File: config.mk
export PLATFORM = sky130hd
export DESIGN_NAME = ifetch_queue
export DESIGN_NICKNAME = d
export VERILOG_FILES = /design/src/rtl/ifetch_queue.sv
export SDC_FILE = /design/constraint.sdc
export NUM_CORES = 1
export LEC_CHECK = 0
export ABC_AREA = 1
export BUFFER_PORTS_ARGS = -buffer_cell sky130_fd_sc_hd__buf_2
export CORE_MARGIN = 10
export CORE_UTILIZATION = 53
export DETAILED_ROUTE_END_ITERATION = 6
export PLACE_DENSITY = 0.81
export SKIP_CTS_REPAIR_TIMING = 1
export SLEW_MARGIN = 5
export SYNTH_ARGS = -nofsm -noshare
export SYNTH_HDL_FRONTEND = slang
export SYNTH_SLANG_ARGS = --single-unit
File: constraint.sdc
create_clock -name clk -period 3.9 [get_ports clk]
set_clock_uncertainty 0.2 [all_clocks]
set_input_delay 0.39 -clock clk [delete_from_list [all_inputs] [get_ports clk]]
set_output_delay 0.39 -clock clk [all_outputs]
set_load 0.05 [all_outputs]
File: src/rtl/ifetch_queue.sv
`default_nettype none
// ============================================================================
// Module   : ifetch_queue
// Function : Instruction prefetch queue in front of the IF/ID register.
//            Owns the fetch PC, fetches from a variable-latency memory with
//            a single outstanding req/ack transaction, buffers words with
//            their PC+4 in a small FIFO and flushes on ID-stage redirects.
// Revision : 1.0 - initial release
// ============================================================================
module ifetch_queue #(
    parameter int          DEPTH    = 4,
    parameter logic [31:0] RESET_PC = 32'h0000_0000
) (
    input  logic        clk,
    input  logic        rst,
    input  logic        redirect,
    input  logic [31:0] redirect_pc,
    output logic        imem_req,
    output logic [31:0] imem_addr,
    input  logic        imem_ack,
    input  logic [31:0] imem_rdata,
    output logic        out_valid,
    output logic [31:0] out_ins,
    output logic [31:0] out_pc,
    input  logic        out_ready
);

    localparam int           AW   = $clog2(DEPTH);
    localparam logic [AW:0]  FULL = DEPTH[AW:0];

    // DRAIN: waiting out a request that became stale because of a redirect
    localparam logic [1:0] IDLE  = 2'd0;
    localparam logic [1:0] REQ   = 2'd1;
    localparam logic [1:0] DRAIN = 2'd2;

    logic [1:0]    state, state_next;
    logic [31:0]   fetch_pc, fetch_pc_next, addr_next, addr_inc;
    logic [31:0]   ins_mem [DEPTH];
    logic [31:0]   pc_mem  [DEPTH];
    logic [AW-1:0] rd_ptr, wr_ptr;
    logic [AW:0]   count, count_after_pop, count_next;
    logic          pop, push, flush;

    assign out_valid       = (count != '0);
    assign out_ins         = out_valid ? ins_mem[rd_ptr] : 32'h0;
    assign out_pc          = out_valid ? pc_mem[rd_ptr]  : 32'h0;
    assign pop             = out_valid & out_ready;
    // a word returned alongside a redirect belongs to the old path: never stored
    assign push            = (state == REQ) & imem_ack & ~redirect;
    assign addr_inc        = imem_addr + 32'd4;
    assign count_after_pop = count - {{AW{1'b0}}, pop};
    assign count_next      = count_after_pop + {{AW{1'b0}}, push};

    // Next-state, next fetch PC and next request address
    always_comb begin
        state_next    = state;
        fetch_pc_next = fetch_pc;
        addr_next     = imem_addr;
        flush         = 1'b0;
        case (state)
            IDLE: begin
                if (redirect) begin
                    flush         = 1'b1;
                    fetch_pc_next = redirect_pc;
                    addr_next     = redirect_pc;
                    state_next    = REQ;
                end else if (count_after_pop < FULL) begin
                    addr_next  = fetch_pc;
                    state_next = REQ;
                end
            end
            REQ: begin
                if (redirect) begin
                    flush         = 1'b1;
                    fetch_pc_next = redirect_pc;
                    if (imem_ack) begin
                        addr_next = redirect_pc;
                    end else begin
                        // request cannot be withdrawn; hold address until ack
                        state_next = DRAIN;
                    end
                end else if (imem_ack) begin
                    fetch_pc_next = addr_inc;
                    if (count_next < FULL) begin
                        addr_next = addr_inc;
                    end else begin
                        state_next = IDLE;
                    end
                end
            end
            DRAIN: begin
                if (redirect) begin
                    flush         = 1'b1;
                    fetch_pc_next = redirect_pc;
                end
                if (imem_ack) begin
                    addr_next  = redirect ? redirect_pc : fetch_pc;
                    state_next = REQ;
                end
            end
            default: state_next = IDLE;
        endcase
    end

    // Control state, fetch PC and registered memory request
    always_ff @(posedge clk or negedge rst) begin
        if (!rst) begin
            state     <= IDLE;
            fetch_pc  <= RESET_PC;
            imem_req  <= 1'b0;
            imem_addr <= RESET_PC;
        end else begin
            state     <= state_next;
            fetch_pc  <= fetch_pc_next;
            imem_req  <= (state_next != IDLE);
            imem_addr <= addr_next;
        end
    end

    // FIFO pointers and occupancy; flush overrides push and pop
    always_ff @(posedge clk or negedge rst) begin
        if (!rst) begin
            rd_ptr <= '0;
            wr_ptr <= '0;
            count  <= '0;
        end else if (flush) begin
            rd_ptr <= wr_ptr;
            count  <= '0;
        end else begin
            if (push) wr_ptr <= wr_ptr + 1'b1;
            if (pop)  rd_ptr <= rd_ptr + 1'b1;
            count <= count_next;
        end
    end

    // FIFO storage: instruction word and its fall-through PC
    always_ff @(posedge clk) begin
        if (push) begin
            ins_mem[wr_ptr] <= imem_rdata;
            pc_mem[wr_ptr]  <= addr_inc;
        end
    end

endmodule
`default_nettype wire

=== Yosys cells after proc, flatten, opt, wreduce, memory -nomap -nowiden ===
Memory sizes are Yosys's and may differ from the RTL's.
Index checks and enable logic that the tools add are counted.

* Flip-flop bits (word level): 74
* Latch bits: 0
* Memory bits (writable): 256
* Bits in read-only memories: 0
* Input bits: 69
* Word-level logic and storage cells: 68
* Memories kept: 2

* Add/sub/neg operators: 5
* $mul: 0
* Div/mod/pow operators: 0
* Order comparisons: 2
* Eq/ne operators: 7
* Shifts and indexed selects: 0
* Mux-type cells: 29
* Bitwise gates (word level): 5
* Reduce and logical (&&, ||, !) cells: 11

{| class="wikitable"
|+ Memories
! memory !! words !! width !! read ports !! clocked after memory_dff !! write ports !! RTL line !! RTL
|-
| ins_mem || 4 || 32 || 1 || 0 || 1 || 38 || <nowiki>logic [31:0] ins_mem [DEPTH];</nowiki>
|-
| pc_mem || 4 || 32 || 1 || 0 || 1 || 39 || <nowiki>logic [31:0] pc_mem [DEPTH];</nowiki>
|}

{| class="wikitable"
|+ Operator list
! operator !! count
|-
| 2-to-1 mux 32 bit || 12
|-
| one-hot mux 32 bit (3 select lines) || 1
|-
| one-hot mux 32 bit (2 select lines) || 1
|-
| adder 32 x 3 -> 32 bit, second input constant || 1
|-
| 2-to-1 mux 2 bit || 9
|-
| less-than comparator 3 bit, second input constant || 2
|-
| != test 3 bit, second input constant || 2
|-
| one-hot mux 2 bit (3 select lines) || 1
|-
| nonzero test 2 bit || 3
|-
| nonzero test 3 bit || 2
|-
| AND reduction 5 bit || 1
|-
| adder 2 x 1 -> 2 bit, second input constant || 2
|-
| 2-to-1 mux 1 bit || 4
|-
| != test 2 bit, second input constant || 2
|-
| AND reduction 2 bit || 2
|-
| adder 3 x 1 -> 3 bit || 1
|-
| bitwise AND 1 bit || 3
|-
| 2-to-1 mux 3 bit || 1
|-
| != test 3 x 2 -> 1 bit, second input constant || 1
|-
| OR reduction 3 bit || 1
|-
| subtractor 3 x 1 -> 3 bit || 1
|-
| equality test 2 x 1 -> 1 bit, second input constant || 1
|-
| equality test 2 bit, second input constant || 1
|-
| zero test 2 bit || 1
|-
| 2 further kinds || 3
|}

=== Longest topological paths before layout ===
Gate-level depths: netlist of run 1.

* Word-level depth: 10
* Gate-level depth with buffers: 16
* Gate-level depth less buffers: 15

=== Least setup slack after synthesis of run 1 ===
Ideal clock, no wire load.

* Path kind: input to register
* From: input redirect
* To: memory ins_mem[0][0], enable pin
* Arrival time: 3.654 ns
* Path slack: -0.441 ns
* Cell stages on the path: 6
* Buffers on the path: 1
* Path through: buf_2 -> inv_2 -> nand2_1 -> nor2_1 -> nand2_1 -> nor2_1

* Cells in the longest elaborated chain, start to end: 4

{| class="wikitable"
|+ Ends and longest elaborated chain
! item !! RTL line !! RTL
|-
| start, declared || 16 || <nowiki>input logic redirect,</nowiki>
|-
| inverter 1 bit || 49 || <nowiki>assign push = (state == REQ) & imem_ack & ~redirect;</nowiki>
|-
| bitwise AND 1 bit || 49 ||
|-
| 2-to-1 mux 1 bit || 138 || <nowiki>if (push) begin</nowiki>
|-
| 2-to-1 mux 1 bit (implied by the code) || 139 || <nowiki>ins_mem[wr_ptr] <= imem_rdata;</nowiki>
|-
| end, declared || 38 ||
|}

No other way between the ends.

=== Final worst setup path of run 1 ===
* From: register state[0]
* To: register imem_addr[20]

* Cells in the longest elaborated chain, start to end: 7
* Elaborated cells on any way between the ends: 14
* Classes of those cells: 1 x add/sub; 1 x order compare; 6 x eq/ne; 1 x mux; 2 x bitwise; 3 x reduce/logical

{| class="wikitable"
|+ Ends and longest elaborated chain
! item !! RTL line !! RTL
|-
| start, declared || 36 || <nowiki>logic [1:0] state, state_next;</nowiki>
|-
| start signal, assigned || 113 || <nowiki>state <= state_next;</nowiki>
|-
| equality test 2 x 1 -> 1 bit || 49, 60 ||
|-
| bitwise AND 1 bit (2 in a row) || 49 ||
|-
| adder 3 x 1 -> 3 bit || 52 || <nowiki>assign count_next = count_after_pop + {{AW{1'b0}}, push};</nowiki>
|-
| less-than comparator 3 bit || 84 || <nowiki>if (count_next < FULL) begin</nowiki>
|-
| != test 3 x 2 -> 1 bit (no source line) || - ||
|-
| AND reduction 5 bit (no source line) || - ||
|-
| end signal, assigned || 116 || <nowiki>imem_addr <= addr_next;</nowiki>
|-
| end, declared || 19 || <nowiki>output logic [31:0] imem_addr,</nowiki>
|}

Several ways; a longest one is shown, not always the timed one.
A chain may end at the register's enable or synchronous reset.

==> results.json, run 1 <==
{
  "drive_gt1_share_pct": 17.24,
  "maxCapViolCount": 0,
  "rows": 61,
  "hp-class": "in -> reg",
  "area_growth_pct": 17.80,
  "rsz0062_at_grt": "false",
  "cts_tree": "yes",
  "clkLatencyLatePin_ns": 0.52,
  "synth_top_area_share_pct": 50.92,
  "dr.first_iter.drc_count": 1086,
  "setup_viol": 0,
  "die_h_um": 188.8,
  "seq_area_frac_synth_pct": 63.19,
  "clockRootBuffer": "clkbuf_16",
  "grt_max_degree": 123,
  "path_clk_slew_ns": 0.06,
  "setup_tns_ns": 0,
  "finalWirelength_um": 38430,
  "cts_buffers": 35,
  "fin_ws_ns": 0.5871,
  "routed-via-count": 11723,
  "relSlewSlack_pct": 40.70,
  "ir_worst_vdd_mv": 0.7072,
  "cp-start-kind": "flip-flop",
  "synth-edff-count": 256,
  "r2r_cells": 14,
  "worst_hold_path.num_cells": 3,
  "fmax_mhz": 301.8,
  "fp.dieW_um": 188.8,
  "nets": 1785,
  "pin_count": 167,
  "ys.warnings.count": 0,
  "synthTopCellsByCount": "nor2_1, nand2_1, edfxtp_1, o21ai_0, a21oi_1",
  "synth.cell_area_um2": 15100,
  "synth_cells": 1538,
  "drc": 0,
  "ant_nets": 0,
  "synth.area.top_cells": "edfxtp_1, dfrtp_1, nor2_1",
  "clock_path_buffers": 3,
  "drv_slew": 0,
  "finalCritPeriodShare_pct": 84.95,
  "synth.net_count": 1616,
  "ys_async_sr_fraction_pct": 22.42,
  "yosysUniqueCellTypes": 39,
  "crit_type": "reg -> reg",
  "track_usage_pct": 20.50,
  "synth.avg_cell_area_um2": 9.815,
  "htreeDepth": 2,
  "hpwl_um": 23110,
  "pre_cts_ws_ns": 0.5152,
  "synth-seq-cells": 330,
  "crit_required_ns": 4.07,
  "cts.sinks": 330,
  "n_antenna_cell": 0,
  "max_slew.worst_pin.slew_ns": 0.8895,
  "yosysMostFrequentCell": "nor2_1",
  "yosysTopAreaCell": "edfxtp_1",
  "status": "completed",
  "ys.flop_type": "edfxtp_1",
  "period_needed_ns": 3.313,
  "cp_max_fo": 26,
  "finalHoldViolations": 0,
  "die_area_um2": 35630,
  "total_leakage_power_nw": 7.188,
  "via_per_inst": 5.564,
  "fp.coreArea_um2": 27930,
  "worstPathArrival_ns": 3.48,
  "routedWlPerCell_um": 18.24,
  "gr-total-overflow": 0,
  "start_util_pct": 54.04,
  "power.density_nw_per_um2": 928.4,
  "first_pass_iters": 5,
  "antenna_found_initial": 0,
  "grt_pass1_vias": 11282,
  "cp-end-kind": "flip-flop",
  "gp_congestion": 0.8640,
  "numPortBuffers": 166,
  "grt_pass1_wl_um": 59000
}
==> critical path, cell delays in order (launching register included) <==
cell and delay [ns]:
dfrtp_1 0.38, nand2_1 0.15, nor2_1 0.09, nand2_1 0.37, inv_1 0.16, ha_1 0.23, ha_1 0.19, inv_1 0.07
xor2_1 0.19, nand2_1 0.09, nand2_2 0.39, buf_4 0.37, a21oi_1 0.08, nand2_1 0.10, o21ai_0 0.12
==> report_power, final <==
group          total, mW  switching, mW  internal, mW
clock network       3.41           1.29          2.12
logic               7.97           6.08          1.89
registers           5.13          0.504          4.63
total               16.5           7.87          8.64
==> logic make-up after synthesis <==
kind of cell               synth area share (%)
AOI/OAI and AO/OA                         11.58
buffers and inverters                     4.393
xor gates and xnor gates                  1.276
and+or+nand+nor                           18.81
DFF                                       63.19
adders and majority gates                0.7460
==> state kept, by name, summed over array words and instances, names as in the netlist <==
register	cells
count	3
rd_ptr	2
imem_addr	32
fetch_pc	32
imem_req	1
wr_ptr	2
state	2
pc_mem	128
ins_mem	128
==> area by class of cell <==
cell class                      count  area, um2
Multi-Input combinational cell   1050       4928
Clock buffer                       43      948.4
Sequential cell                   330       9544
Timing Repair Buffer              219       1389
Inverter                           71      266.5
Fill cell                        2174      10150
Tap cell                          378      473.0
Clock inverter                     16      232.7
==> per-layer routing <==
layer / part of all wire [%] / track usage [%]
met2: 47 / 33.04
met3: 9.2 / 4.376
met1: 41 / 26.90
met4: 3.0 / 7.204
met5: 0 / 0
==> cell usage in the layout (no fill, tap or decap), types with 7 or more instances in the layout <==
cell type / n
a21oi_1: 136
nor2_4: 10
nor2_2: 10
nor2_1: 303
dlygate4sd3_1: 34
nand3_1: 47
inv_2: 10
dfrtp_1: 72
a21boi_0: 11
ha_1: 9
edfxtp_1: 256
nand2_2: 12
o21a_1: 8
o21ai_0: 156
nand3b_1: 8
nand2_1: 291
buf_2: 166
clkbuf_16: 37
buf_4: 13
inv_1: 61
xor2_2: 7
==> per-stage QoR <==
stage	cell area [um2]	power (mW)	utilization [%]	instances	hold slack, ns
after floorplan	15100	10.99	-	1538	-0.1056
after global placement	16260	12.87	58.21	2014	0.2273
after detailed placement	16260	13.06	58.21	2014	0.2357
after CTS	17440	16.50	62.44	2073	-0.3077
after global routing	17780	17.44	63.66	2107	0.01894
final	17780	16.51	63.66	2107	0.004360
==> path summary, 6_finish.rpt <==
kind	end	slack [ns]	startpoint
worst max-delay path	imem_addr[20]$_DFFE_PN0P_	0.59	state[0]$_DFF_PN0_
worst min-delay path	rd_ptr[0]$_DFFE_PN0P_	0.004	out_ready
worst max register to register	imem_addr[20]$_DFFE_PN0P_	0.59	state[0]$_DFF_PN0_
worst min register to register	fetch_pc[31]$_DFFE_PN0P_	0.27	fetch_pc[31]$_DFFE_PN0P_
max in group asynchronous	rd_ptr[0]$_DFFE_PN0P_	2.32	rst
min in group asynchronous	fetch_pc[26]$_DFFE_PN0P_	0.22	rst
Note: power is estimated with default switching activity, not from simulation.
==> inputs of run 2 (changes only) <==
==> constraint.sdc (replaced) <==
create_clock -name clk -period 2.8 [get_ports clk]
set_clock_uncertainty 0.2 [all_clocks]
set_input_delay 0.28 -clock clk [delete_from_list [all_inputs] [get_ports clk]]
set_output_delay 0.28 -clock clk [all_outputs]
set_load 0.05 [all_outputs]
==> run 2 against run 1 <==
The flow now finishes with violations (negative hold slack); clock-buffer cell count grew 4; combinational power grew 51%; final cell count grew 2.0%; register-to-register slack lost 0.56 ns; sequential power grew 40%; maximum frequency grew 19%; largest cell class unchanged; final area grew 2.9%; largest power group unchanged; flip-flop and latch count is the same; clock power grew 32%; via count grew 2.8%.
==> results.json, run 2 (synthesis results as in run 1) <==
{
  "ant_nets": 0,
  "final_common_cell": "nor2_1",
  "worst_path_max_delay_cell": "dfrtp_1",
  "finalCritPeriodShare_pct": 99.20,
  "die_h_um": 188.8,
  "total_leakage_power_nw": 7.389,
  "clockRootBuffer": "clkbuf_16",
  "die_area_um2": 35630,
  "hpwl_um": 24300,
  "crit_required_ns": 3.04,
  "cts.sinks": 330,
  "layout_common_cells": "nor2_1, nand2_1, edfxtp_1",
  "setup_viol": 0,
  "violations": "negative hold slack",
  "ir_worst_vdd_mv": 0.9969,
  "cts_tree": "yes",
  "rsz0062_at_grt": "true",
  "power.total_mw": 23.68,
  "fp.dieW_um": 188.8,
  "dr.first_iter.drc_count": 1073,
  "cp-end-kind": "flip-flop",
  "max_stage_delay_ns": 0.41,
  "clkLatencyLatePin_ns": 0.52,
  "crit_path_cell_trace": "nor3_2 -> inv_1 -> nand2_2 -> inv_1 -> ha_4 -> ha_1 -> xnor2_2 -> o21ai_1 -> nand2_2 -> nand2_8 -> clkbuf_16 -> a21oi_1 -> nand2_1 -> o21ai_2",
  "cts_buffers": 36,
  "grt_pass1_vias": 11297,
  "status": "complete, but fails checks",
  "n_antenna_cell": 0,
  "top_regs": "ins_mem x128, pc_mem x128",
  "track_usage_pct": 20.64,
  "cp-start-kind": "flip-flop",
  "maxCapViolCount": 0,
  "drv_slew": 0,
  "grt_max_degree": 67,
  "clock_path_buffers": 3,
  "path_clk_slew_ns": 0.06,
  "routedWlPerCell_um": 18.69,
  "pin_count": 167,
  "via_per_inst": 5.604,
  "crit_type": "reg -> reg",
  "grt_pass1_wl_um": 59350,
  "nets": 1824,
  "routed-via-count": 12048,
  "start_util_pct": 54.04,
  "fp.coreArea_um2": 27930,
  "htreeDepth": 2,
  "cpLargestDelayFamily": "simple AND/OR/NAND/NOR gates",
  "finalHoldViolations": 13,
  "fmax_mhz": 360.0,
  "finalWirelength_um": 40180,
  "drive_gt1_share_pct": 18.68,
  "rrSetupSlack_ns": 0.02,
  "drc": 0,
  "first_pass_iters": 7,
  "worstPathArrival_ns": 3.02,
  "gr-total-overflow": 0,
  "numPortBuffers": 166,
  "period_needed_ns": 2.777,
  "cp_max_fo": 5,
  "power.density_nw_per_um2": 1295,
  "antenna_found_initial": 0,
  "area_growth_pct": 21.16,
  "hp-class": "in -> reg",
  "gp_congestion": 0.8627,
  "max_slew.worst_pin.slew_ns": 0.6635,
  "relSlewSlack_pct": 55.76,
  "cp.buffers_inverters": 3,
  "rows": 61,
  "whs_ns": -0.03886,
  "fillers": 2110
}
-- run 2: cell types whose count changed in the layout (fill, tap and decap cells not counted), sizes merged, moves of 4 or more --
| cell | delta |
|---|---|
| dlygate4sd3 | +16 |
| clkbuf | +14 |
| buf | +11 |
| clkinv | +5 |
| bufinv | -4 |
-- run 2: final timing paths --
kind / from / endpoint / cells after the start
min in group asynchronous: rst / imem_addr[15]$_DFFE_PN0P_ / 3
worst max-delay path: count[2]$_DFF_PN0_ / imem_addr[31]$_DFFE_PN0P_ / 14
max in group asynchronous: rst / rd_ptr[0]$_DFFE_PN0P_ / 3
worst min register to register: fetch_pc[19]$_DFFE_PN0P_ / fetch_pc[19]$_DFFE_PN0P_ / 2
worst max register to register: count[2]$_DFF_PN0_ / imem_addr[31]$_DFFE_PN0P_ / 14
worst min-delay path: redirect_pc[22] / imem_addr[22]$_DFFE_PN0P_ / 7
-- run 2: layout make-up --
class,count,area [um2],area share (%)
Clock inverter,17,140.1,0.7662
Clock buffer,47,982.2,5.370
Inverter,71,276.5,1.512
Tap cell,378,473.0,2.586
Sequential cell,330,9544,52.18
Multi-Input combinational cell,1051,5039,27.55
Timing Repair Buffer,256,1836,10.04
-- run 2: layer usage --
metal	vias to the layer above	wire length [um]	GRT usage, %
met4	0	1202	5.037
met2	607	19250	34.56
met1	5754	16150	26.76
met3	80	3584	4.505
li1	5607	-	-
met5	-	0	0
-- run 2: tightest hold or removal path, stage by stage --
cell     delay, ns
buf_2         0.07
nand2_1       0.04
inv_1         0.07
a21oi_2       0.04
nand2_1       0.05
nand2_1       0.04
nand2_1       0.04
-- run 2: per-stage QoR --
step	area, um2	setup slack (ns)	setup TNS (ns)	cells	utilization, %
2_1_floorplan	15110	-0.4096	-104.86	1538	-
3_3_place_gp	16380	0.1922	0	2026	58.62
3_5_place_dp	16380	0.1146	0	2026	58.62
4_1_cts	17500	-0.1305	-0.6973	2090	62.64
5_1_grt	18290	-0.08816	-1.414	2150	65.48
6_report	18290	0.02250	0	2150	65.48
-- run 2: where the power goes --
group	total [mW]	internal, mW	leakage (nW)	switching (mW)
Sequential	7.18	6.45	3.21	0.730
Clock	4.49	2.65	0.544	1.84
Combinational	12.0	3.17	3.64	8.84
Total	23.7	12.3	7.39	11.4
==> inputs of run 3 (changes only) <==
--- a/config.mk
+++ b/config.mk
@@ -10,6 +10,7 @@
 export CORE_MARGIN = 10
 export CORE_UTILIZATION = 53
 export DETAILED_ROUTE_END_ITERATION = 6
+export MAX_ROUTING_LAYER = met4
 export PLACE_DENSITY = 0.81
 export SKIP_CTS_REPAIR_TIMING = 1
 export SLEW_MARGIN = 5
==> run 3 against run 2 <==
The flow finishes with violations (negative hold slack, negative setup slack); combinational power is essentially flat; global-route usage is 0.63 points higher; total power fell by 1.1%; register-to-register slack improved by 0.02 ns; flip-flop and latch count is the same; highest routed layer unchanged.
==> results.json, run 3 (synthesis results as in run 1) <==
{
  "first_pass_iters": 4,
  "gr-total-overflow": 0,
  "crit_required_ns": 2.32,
  "cts_buffers": 35,
  "crit_type": "reg -> out",
  "drv_slew": 0,
  "relSlewSlack_pct": 56.70,
  "clkLatencyLatePin_ns": 0.52,
  "finalCritPeriodShare_pct": 101.2,
  "nets": 1823,
  "r2r_cells": 16,
  "htreeDepth": 2,
  "pin_count": 167,
  "max_slew.worst_pin.slew_ns": 0.6496,
  "fp.dieW_um": 188.8,
  "worst_hold_path.num_cells": 5,
  "placed_cells": 2024,
  "cp-end-kind": "output pin",
  "via_per_inst": 5.615,
  "final_common_cell": "nor2_1",
  "violations": "negative hold slack, negative setup slack",
  "rrSetupSlack_ns": 0.04,
  "p_int_mw": 12.05,
  "maxCapViolCount": 0,
  "dr.first_iter.drc_count": 1218,
  "cts.sinks": 330,
  "cp_max_fo": 30,
  "hold_end": "fetch_pc[5]$_DFFE_PN0P_",
  "whs_ns": -0.03480,
  "grt_max_degree": 67,
  "antenna_found_initial": 0,
  "r2r-end": "imem_addr[5]$_DFFE_PN0P_",
  "status": "complete, but fails checks",
  "grt_pass1_wl_um": 59380,
  "fp.coreArea_um2": 27930,
  "track_usage_pct": 21.27,
  "drc": 0,
  "setup_tns_ns": -0.03333,
  "power_switching_mw": 11.36,
  "power.density_nw_per_um2": 1286,
  "numPortBuffers": 166,
  "r2r_start": "count[0]$_DFF_PN0_",
  "hold_path.startpoint": "redirect_pc[5]",
  "ant_nets": 0,
  "clockRootBuffer": "clkbuf_16",
  "clock_path_buffers": 3,
  "gp_congestion": 0.8686,
  "ir_worst_vdd_mv": 0.8938,
  "die_h_um": 188.8,
  "switching_share_pct": 48.52,
  "rows": 61,
  "drive_gt1_share_pct": 18.40,
  "fmax_mhz": 352.9,
  "p_seq_share_pct": 30.8,
  "top_regs": "ins_mem x128, pc_mem x128",
  "die_area_um2": 35630,
  "hp-class": "in -> reg",
  "rsz0062_at_grt": "true",
  "fin_ws_ns": -0.03333,
  "hpwl_um": 24470,
  "finalHoldViolations": 10,
  "finalWirelength_um": 40000,
  "path_clk_slew_ns": 0.06,
  "cp-start-kind": "flip-flop",
  "p_comb_share_pct": 50.7,
  "worstPathArrival_ns": 2.35,
  "clock_power_share_pct": 18.4,
  "period_needed_ns": 2.833,
  "start_util_pct": 54.04,
  "n_antenna_cell": 0,
  "routed-via-count": 12072,
  "total_leakage_power_nw": 7.364,
  "final_cells": 2150,
  "cts_tree": "yes",
  "layout_common_cells": "nor2_1, nand2_1, edfxtp_1",
  "setup_viol": 1,
  "area_growth_pct": 20.58,
  "grt_pass1_vias": 11245,
  "routedWlPerCell_um": 18.61
}
## run 3: final cells by class
class / instances / area (um2)
fill: 2083 / 9732
sequential: 330 / 9547
multi-input combinational: 1051 / 4969
timing repair buffer: 256 / 1867
clock buffer: 42 / 923.4
tap: 378 / 473.0
inverter: 71 / 274.0
clock inverter: 22 / 150.1
## run 3: critical path: stages, from the launching register on
cell and delay (ns):
dfrtp_4 0.56, buf_4 0.37, nor2_1 0.09, nor2_1 0.12
o21ai_0 0.15, a21oi_1 0.22, buf_2 0.30
## run 3: worst max path at each step
stage / start / end / depth (start not counted)
CTS: rd_ptr[1]$_DFFE_PN0P_ / out_pc[30] / 6
detailed placement: count[1]$_DFF_PN0_ / imem_addr[27]$_DFFE_PN0P_ / 16
global placement: count[1]$_DFF_PN0_ / imem_addr[31]$_DFFE_PN0P_ / 16
global route: rd_ptr[0]$_DFFE_PN0P_ / out_ins[14] / 6
finish: rd_ptr[0]$_DFFE_PN0P_ / out_ins[14] / 6
floorplan: state[0]$_DFF_PN0_ / ins_mem[0][0]$_DFFE_PP_ / 5
## run 3: layer usage
metal	vias up	GRT usage (%)	routed length, um
met3	103	3.656	3440
met1	5746	27.67	16310
met5	-	-	0
met2	606	33.25	18920
met4	0	7.295	1328
li1	5617	-	-
## run 3: power by group through the flow
stage	combinational, mW	sequential, mW	clock (mW)
floorplan	7.54	7.76	0
global placement	10.9	7.23	0
detailed placement	11.1	7.26	0
CTS	11.2	7.17	4.36
global route	12.8	7.30	4.56
finish	11.9	7.22	4.32
## run 3: metrics by stage
step                total power, mW  util (%)  worst slack (ns)  instance area [um2]
global route                  24.64     65.16           -0.1085                18200
floorplan                     15.30         -           -0.4096                15110
finish                        23.41     65.16          -0.03333                18200
CTS                           22.73     62.59          -0.08928                17480
global placement              18.11     58.75            0.1960                16410
detailed placement            18.41     58.75           0.07987                16410
